$ cat src/rtl/dbg_pkg.sv
// Shared definitions for the core debug controller: FSM states, abstract
// register numbers, halt cause codes and the dcsr field layout.
package dbg_pkg;

    typedef enum logic [1:0] {
        ST_RUNNING  = 2'd0,
        ST_HALTING  = 2'd1,
        ST_HALTED   = 2'd2,
        ST_RESUMING = 2'd3
    } dbg_state_t;

    localparam logic [15:0] REGNO_GPR_BASE = 16'h1000;
    localparam logic [15:0] REGNO_DCSR     = 16'h07B0;
    localparam logic [15:0] REGNO_DPC      = 16'h07B1;

    localparam logic [2:0] CAUSE_NONE    = 3'd0;
    localparam logic [2:0] CAUSE_HALTREQ = 3'd3;
    localparam logic [2:0] CAUSE_STEP    = 3'd4;

    localparam logic [3:0] XDEBUGVER = 4'd4;
    localparam logic [1:0] PRV_M     = 2'd3;

    // GPR window is 32 consecutive regnos starting at an aligned base.
    function automatic logic is_gpr(input logic [15:0] regno);
        return regno[15:5] == REGNO_GPR_BASE[15:5];
    endfunction

    // Assemble the architecturally visible dcsr value.
    function automatic logic [31:0] dcsr_pack(input logic [2:0] cause, input logic step);
        return {XDEBUGVER, 19'd0, cause, 3'd0, step, PRV_M};
    endfunction

endpackage

$ cat src/rtl/dbg_ar_port.sv
// Abstract register access port: decodes the regno, drives the register
// file write strobe, raises dcsr/dpc write strobes for the top and holds
// the registered read data returned to the debug module.
module dbg_ar_port
    import dbg_pkg::*;
(
    input  logic        clk,
    input  logic        rst,
    input  logic        accept,
    input  logic        ar_wr,
    input  logic [15:0] ar_ad,
    input  logic [31:0] ar_do,
    input  logic [31:0] dcsr_val,
    input  logic [31:0] dpc_val,
    input  logic [31:0] rf_rdata,
    output logic [31:0] ar_di,
    output logic        rf_we,
    output logic [4:0]  rf_addr,
    output logic [31:0] rf_wdata,
    output logic        dcsr_we,
    output logic        dpc_we
);

    logic        hit_gpr;
    logic        hit_dcsr;
    logic        hit_dpc;
    logic [31:0] rd_mux;

    assign hit_gpr  = is_gpr(ar_ad);
    assign hit_dcsr = (ar_ad == REGNO_DCSR);
    assign hit_dpc  = (ar_ad == REGNO_DPC);

    // GPR writes go straight through; x0 is left for the register file to drop.
    assign rf_we    = accept && ar_wr && hit_gpr;
    assign rf_addr  = ar_ad[4:0];
    assign rf_wdata = ar_do;
    assign dcsr_we  = accept && ar_wr && hit_dcsr;
    assign dpc_we   = accept && ar_wr && hit_dpc;

    // Read source select; unmapped regnos read as zero.
    always_comb begin
        rd_mux = 32'd0;
        if (hit_gpr)
            rd_mux = rf_rdata;
        else if (hit_dcsr)
            rd_mux = dcsr_val;
        else if (hit_dpc)
            rd_mux = dpc_val;
    end

    // Capture read data on an accepted read and hold it until the next one.
    always_ff @(posedge clk or posedge rst) begin
        if (rst)
            ar_di <= 32'd0;
        else if (accept && !ar_wr)
            ar_di <= rd_mux;
    end

endmodule

$ cat src/rtl/core_debug_ctrl.sv
// Core debug controller: run/halt/resume FSM, dpc and dcsr state, and the
// abstract register access path (in dbg_ar_port).
// Optional single-step support is built when DEBUG_STEP_EN is defined.
module core_debug_ctrl
    import dbg_pkg::*;
(
    input  logic        clk,
    input  logic        rst,
    input  logic        core_halt_req,
    input  logic        core_resume_req,
    input  logic        ar_en,
    input  logic        ar_wr,
    input  logic [15:0] ar_ad,
    input  logic [31:0] ar_do,
    output logic [31:0] ar_di,
    output logic        core_halt,
    output logic        core_resume,
    output logic        core_running,
    output logic        pipe_halt,
    input  logic        pipe_idle,
    input  logic [31:0] pc_next,
    input  logic        instr_retire,
    output logic [31:0] resume_pc,
    output logic        resume_pc_load,
    output logic        rf_we,
    output logic [4:0]  rf_addr,
    output logic [31:0] rf_wdata,
    input  logic [31:0] rf_rdata
);

    dbg_state_t  state_reg;
    dbg_state_t  state_next;
    logic [31:0] dpc_reg;
    logic [2:0]  cause_reg;
    logic [2:0]  pend_cause_reg;
    logic        step_reg;
    logic        ar_accept;
    logic        dcsr_we;
    logic        dpc_we;
    logic        step_done;

    // Abstract commands only take effect while the core is fully halted.
    assign ar_accept = ar_en && (state_reg == ST_HALTED);

`ifdef DEBUG_STEP_EN
    logic stepping_reg;
    logic unused_retire;

    assign unused_retire = 1'b0;
    // Single step finishes on the first retirement after resuming.
    assign step_done = stepping_reg && instr_retire;

    // Step enable bit and "currently stepping" flag.
    always_ff @(posedge clk or posedge rst) begin
        if (rst) begin
            step_reg     <= 1'b0;
            stepping_reg <= 1'b0;
        end else begin
            if (dcsr_we)
                step_reg <= ar_do[2];
            if (state_reg == ST_RESUMING)
                stepping_reg <= step_reg;
            else if (state_reg != ST_RUNNING)
                stepping_reg <= 1'b0;
        end
    end
`else
    logic unused_step_sigs;

    assign unused_step_sigs = dcsr_we ^ instr_retire;
    assign step_done        = 1'b0;

    // Step bit is hardwired to zero without step support.
    always_ff @(posedge clk or posedge rst) begin
        if (rst)
            step_reg <= 1'b0;
        else
            step_reg <= 1'b0;
    end
`endif

    // State register.
    always_ff @(posedge clk or posedge rst) begin
        if (rst)
            state_reg <= ST_RUNNING;
        else
            state_reg <= state_next;
    end

    // Next-state logic and status outputs.
    always_comb begin
        state_next     = state_reg;
        core_running   = 1'b0;
        core_halt      = 1'b0;
        core_resume    = 1'b0;
        resume_pc_load = 1'b0;
        pipe_halt      = 1'b0;
        case (state_reg)
            ST_RUNNING: begin
                core_running = 1'b1;
                if (core_halt_req || step_done)
                    state_next = ST_HALTING;
            end
            ST_HALTING: begin
                pipe_halt = 1'b1;
                if (pipe_idle)
                    state_next = ST_HALTED;
            end
            ST_HALTED: begin
                pipe_halt = 1'b1;
                core_halt = 1'b1;
                // Halt request wins when both are asserted.
                if (core_resume_req && !core_halt_req)
                    state_next = ST_RESUMING;
            end
            ST_RESUMING: begin
                core_resume    = 1'b1;
                resume_pc_load = 1'b1;
                state_next     = ST_RUNNING;
            end
            default: state_next = ST_RUNNING;
        endcase
    end

    // dpc capture on halt, debugger writes, and halt cause bookkeeping.
    always_ff @(posedge clk or posedge rst) begin
        if (rst) begin
            dpc_reg        <= 32'd0;
            cause_reg      <= CAUSE_NONE;
            pend_cause_reg <= CAUSE_NONE;
        end else begin
            // An external halt request outranks a completing step.
            if (state_reg == ST_RUNNING && state_next == ST_HALTING)
                pend_cause_reg <= core_halt_req ? CAUSE_HALTREQ : CAUSE_STEP;
            if (state_reg == ST_HALTING && pipe_idle) begin
                dpc_reg   <= pc_next;
                cause_reg <= pend_cause_reg;
            end else if (dpc_we) begin
                dpc_reg <= ar_do;
            end
        end
    end

    assign resume_pc = dpc_reg;

    dbg_ar_port u_ar_port (
        .clk      (clk),
        .rst      (rst),
        .accept   (ar_accept),
        .ar_wr    (ar_wr),
        .ar_ad    (ar_ad),
        .ar_do    (ar_do),
        .dcsr_val (dcsr_pack(cause_reg, step_reg)),
        .dpc_val  (dpc_reg),
        .rf_rdata (rf_rdata),
        .ar_di    (ar_di),
        .rf_we    (rf_we),
        .rf_addr  (rf_addr),
        .rf_wdata (rf_wdata),
        .dcsr_we  (dcsr_we),
        .dpc_we   (dpc_we)
    );

endmodule
$ cat config.mk
export PLATFORM = sky130hd
export DESIGN_NAME = core_debug_ctrl
export DESIGN_NICKNAME = d
export VERILOG_FILES = /design/src/rtl/dbg_pkg.sv /design/src/rtl/dbg_ar_port.sv /design/src/rtl/core_debug_ctrl.sv
export SDC_FILE = /design/constraint.sdc
export NUM_CORES = 1
export LEC_CHECK = 0
export CELL_PAD_IN_SITES_DETAIL_PLACEMENT = 1
export CELL_PAD_IN_SITES_GLOBAL_PLACEMENT = 2
export CORE_AREA = 2 2 136 138
export DETAILED_ROUTE_END_ITERATION = 10
export DIE_AREA = 0 0 138 140
export GPL_TIMING_DRIVEN = 1
export PLACE_DENSITY_LB_ADDON = 0.05
export REMOVE_ABC_BUFFERS = 1
export SLEW_MARGIN = 40
export SYNTH_ARGS = -nofsm -noshare
export SYNTH_HDL_FRONTEND = slang
export SYNTH_SLANG_ARGS = --single-unit
$ cat constraint.sdc
create_clock -name clk -period 5.6 [get_ports clk]
set_input_delay 1.68 -clock clk [delete_from_list [all_inputs] [get_ports clk]]
set_output_delay 1.68 -clock clk [all_outputs]
set_load 0.02 [all_outputs]
==> run_results.csv <==
group,metric,value,unit
floorplanning,die_area,19320,µm²
detailed_routing,drtPass1Iterations,4,
timing,relSlewSlack,51.92,%
pwr,p_int,1.517,mW
critical_path,worstSetupEndpointType,"output port",
job,max-cap-violations,0,
clock_tree,post-cts-setup-buffers,0,
floorplanning,io_pins,227,
timing,hold_violations,0,
clock_tree,cts_root_buf,"clkbuf_16",
floorplanning,die_h,140,µm
critical_path,cp_data_required_time,3920,ps
pwr,p_clk_share,28.0,%
layout,nNetsFinal,744,
synth,synth_cells,448,
pwr,total_leakage_power,2.491,nW
timing,slew_viol_final,0,
critical_path,timing.rr.start,"state_reg[0]$_DFF_PP0_",
synth,netlist_area,3887,µm²
layout,num_antenna_cells,0,
clock_tree,cts_max_path_buffers,2,
placement,pre_cts_ws,158.8,ps
synth,avgSynthCellArea,8.677,µm²
layout,layout_common_cells,"clkdlybuf4s50_1, dfrtp_1, nand3_1",
layout,syn_to_final_growth,66.82,%
timing,worst_pin_slew,718.6,ps
detailed_routing,vias_per_cell,4.894,
global_routing,grt_max_degree,54,
detailed_routing,vias,4175,
placement,port_buffers,225,
detailed_routing,route.detailed.drc,0,
clock_tree,clock_latency,340,ps
clock_tree,cts_tree,"built",
layout,nFillCells,2006,
global_routing,antenna_found_initial,0,
detailed_routing,drtIter0Drc,156,
clock_tree,ctsResizeCount,0,
synth,synth_cell_type_count,35,
placement,place_congestion,0.7092,
synth,synth-async-reset-ratio,100.0,%
pwr,ir_drop,0.1786,mV
pwr,switchingPower,0.8189,mW
min_path,hold_class,"register to register",
clock_tree,clock-sinks,70,
timing,setup_ws,156.1,ps
critical_path,crit_end,"rf_we",
critical_path,cp-startpoint,"ar_ad[11]",
clock_tree,path_clk_slew,60,ps
synth,ys_seq_elements,70,
pwr,power.density,360.2,nW/µm²
global_routing,grt_use_total,18.16,%
layout,layout_commonest_cell,"clkdlybuf4s50_1",
timing,rsz0062_at_grt,"no",
detailed_routing,detail-route-antenna-nets,0,
timing,setup_tns,0,ps
layout,seqCellArea,1752,µm²
floorplanning,initial_core_util,21.86,%
synth,synth_edf_count,0,
global_routing,grt_pass1_vias,4526,
clock_tree,htree_levels,3,
pwr,power_frac_comb,39.9,%
critical_path,cp.arrival,3760,ps
detailed_routing,wire_per_inst,20.51,µm
synth,yosysSeqAreaShare,45.06,%
timing,worst_hold_slack,474.3,ps
critical_path,cp_max_fo,3,
critical_path,regToRegSetupSlack,3140,ps
timing,fin_crit_sh,97.21,%
run_status,outcome,"complete, no violations",
floorplanning,core,17780,µm²
floorplanning,rows,49,
synth,ys.warnings.count,0,
timing,clock-skew-final,8.291,ps
placement,hpwl,11870,µm
global_routing,grt.overflow.total,0,
clock_tree,cts.hold.buffers_added,0,
layout,multi_input_area,1672,µm²
timing,fmax,0.1837,GHz
critical_path,r2r_end,"resume_pc[30]$_DFFE_PP0P_",
global_routing,grt_pass1_wl,27290,µm
layout,drive_gt1_share,6.410,%
critical_path,worst-r2r-cell-count,7,
pwr,seqPwrFrac,32.1,%
synth,synth_flop_cell,"dfrtp_1",
layout,fin_util,36.47,%
critical_path,crit_type,"primary input to output port",
pwr,swShare,35.05,%
critical_path,critPathLaunchType,"primary input",
floorplanning,die_w,138,µm
timing,min_period,5444,ps
clock_tree,cts-buffers-inserted,9,
detailed_routing,wl,17490,µm
timing,setup_violations,0,
[cell families (layout without fill, tap and decap cells)]
kind of cell               count (synthesis)  in the layout  share of synthesized area (%)
AOI/OAI and AO/OA                         81             81                          12.10
adders and majority gates                  5              5                          1.609
and+or+nand+nor                          207            207                          28.10
DFF                                       70             70                          45.06
buffers and inverters                     83            259                          12.58
muxes                                      2              2                         0.5471
[through the flow]
step | cells | cell area, µm² | total power [mW]
floorplan | 370 | 3417 | 1.159
global placement | 832 | 6037 | 1.671
detailed placement | 837 | 6150 | 1.704
CTS | 853 | 6485 | 2.373
global route | 853 | 6485 | 2.472
finish | 853 | 6485 | 2.336
[power groups by stage]
stage | Sequential, mW | Clock, mW | Combinational (mW)
floorplan | 0.873 | 0 | 0.287
global placement | 0.751 | 0 | 0.920
detailed placement | 0.759 | 0 | 0.945
CTS | 0.752 | 0.671 | 0.950
global route | 0.771 | 0.690 | 1.01
finish | 0.750 | 0.654 | 0.932
[layout make-up]
cell class	instances	share of cell area (%)
Timing Repair Buffer	238	37.31
Tap cell	229	4.418
Sequential cell	70	27.01
Multi-Input combinational cell	295	25.78
Clock buffer	13	4.167
Inverter	5	0.3087
Clock inverter	3	1.003
[how the worst min path moves through the flow]
stage                                          startpoint                               to  slack, ps  depth (start not counted)
after detailed placement  u_ar_port.ar_di[29]$_DFFE_PP0P_  u_ar_port.ar_di[29]$_DFFE_PP0P_        470                          2
after CTS                 u_ar_port.ar_di[26]$_DFFE_PP0P_  u_ar_port.ar_di[26]$_DFFE_PP0P_        480                          2
final                     u_ar_port.ar_di[26]$_DFFE_PP0P_  u_ar_port.ar_di[26]$_DFFE_PP0P_        470                          2
after floorplan                  cause_reg[2]$_DFFE_PP0N_         cause_reg[2]$_DFFE_PP0N_        450                          2
after global placement     u_ar_port.ar_di[4]$_DFFE_PP0P_   u_ar_port.ar_di[4]$_DFFE_PP0P_        460                          2
after global routing      u_ar_port.ar_di[26]$_DFFE_PP0P_  u_ar_port.ar_di[26]$_DFFE_PP0P_        490                          2
[cells in the mapped netlist (2+ instances only)]
master,instances,area share [%]
nor4_4,2,1.1
clkbuf_1,25,2.4
buf_4,39,7.5
nand3_1,59,7.6
inv_1,5,0.48
buf_6,3,0.87
o211ai_1,4,0.77
nor2b_1,3,0.48
o21ai_0,5,0.64
and2_0,2,0.32
a21oi_1,2,0.26
nor2_1,38,3.7
ha_1,5,1.6
nand2_1,34,3.3
buf_2,7,0.90
dfrtp_1,70,45
nand4_1,58,9.3
nand4b_1,2,0.45
buf_1,4,0.39
or4_4,2,0.58
o21ai_1,32,4.1
a31oi_1,34,5.5
[worst max-delay path, stage by stage]
cell and delay (ps):
clkdlybuf4s50_1 400, or4_4 590, nor4_4 310, nor2b_1 170
clkdlybuf4s50_1 620
[metal layers]
layer,vias up,wire length [µm],part of all wire (%),track usage [%]
met5,-,0,0,0
li1,1950,-,-,-
met4,0,212,1.2,4.941
met2,125,8689,50,31.58
met1,2087,7699,44,22.81
met3,13,893,5.1,3.966
No activity file was read; power rests on OpenSTA's default activity.
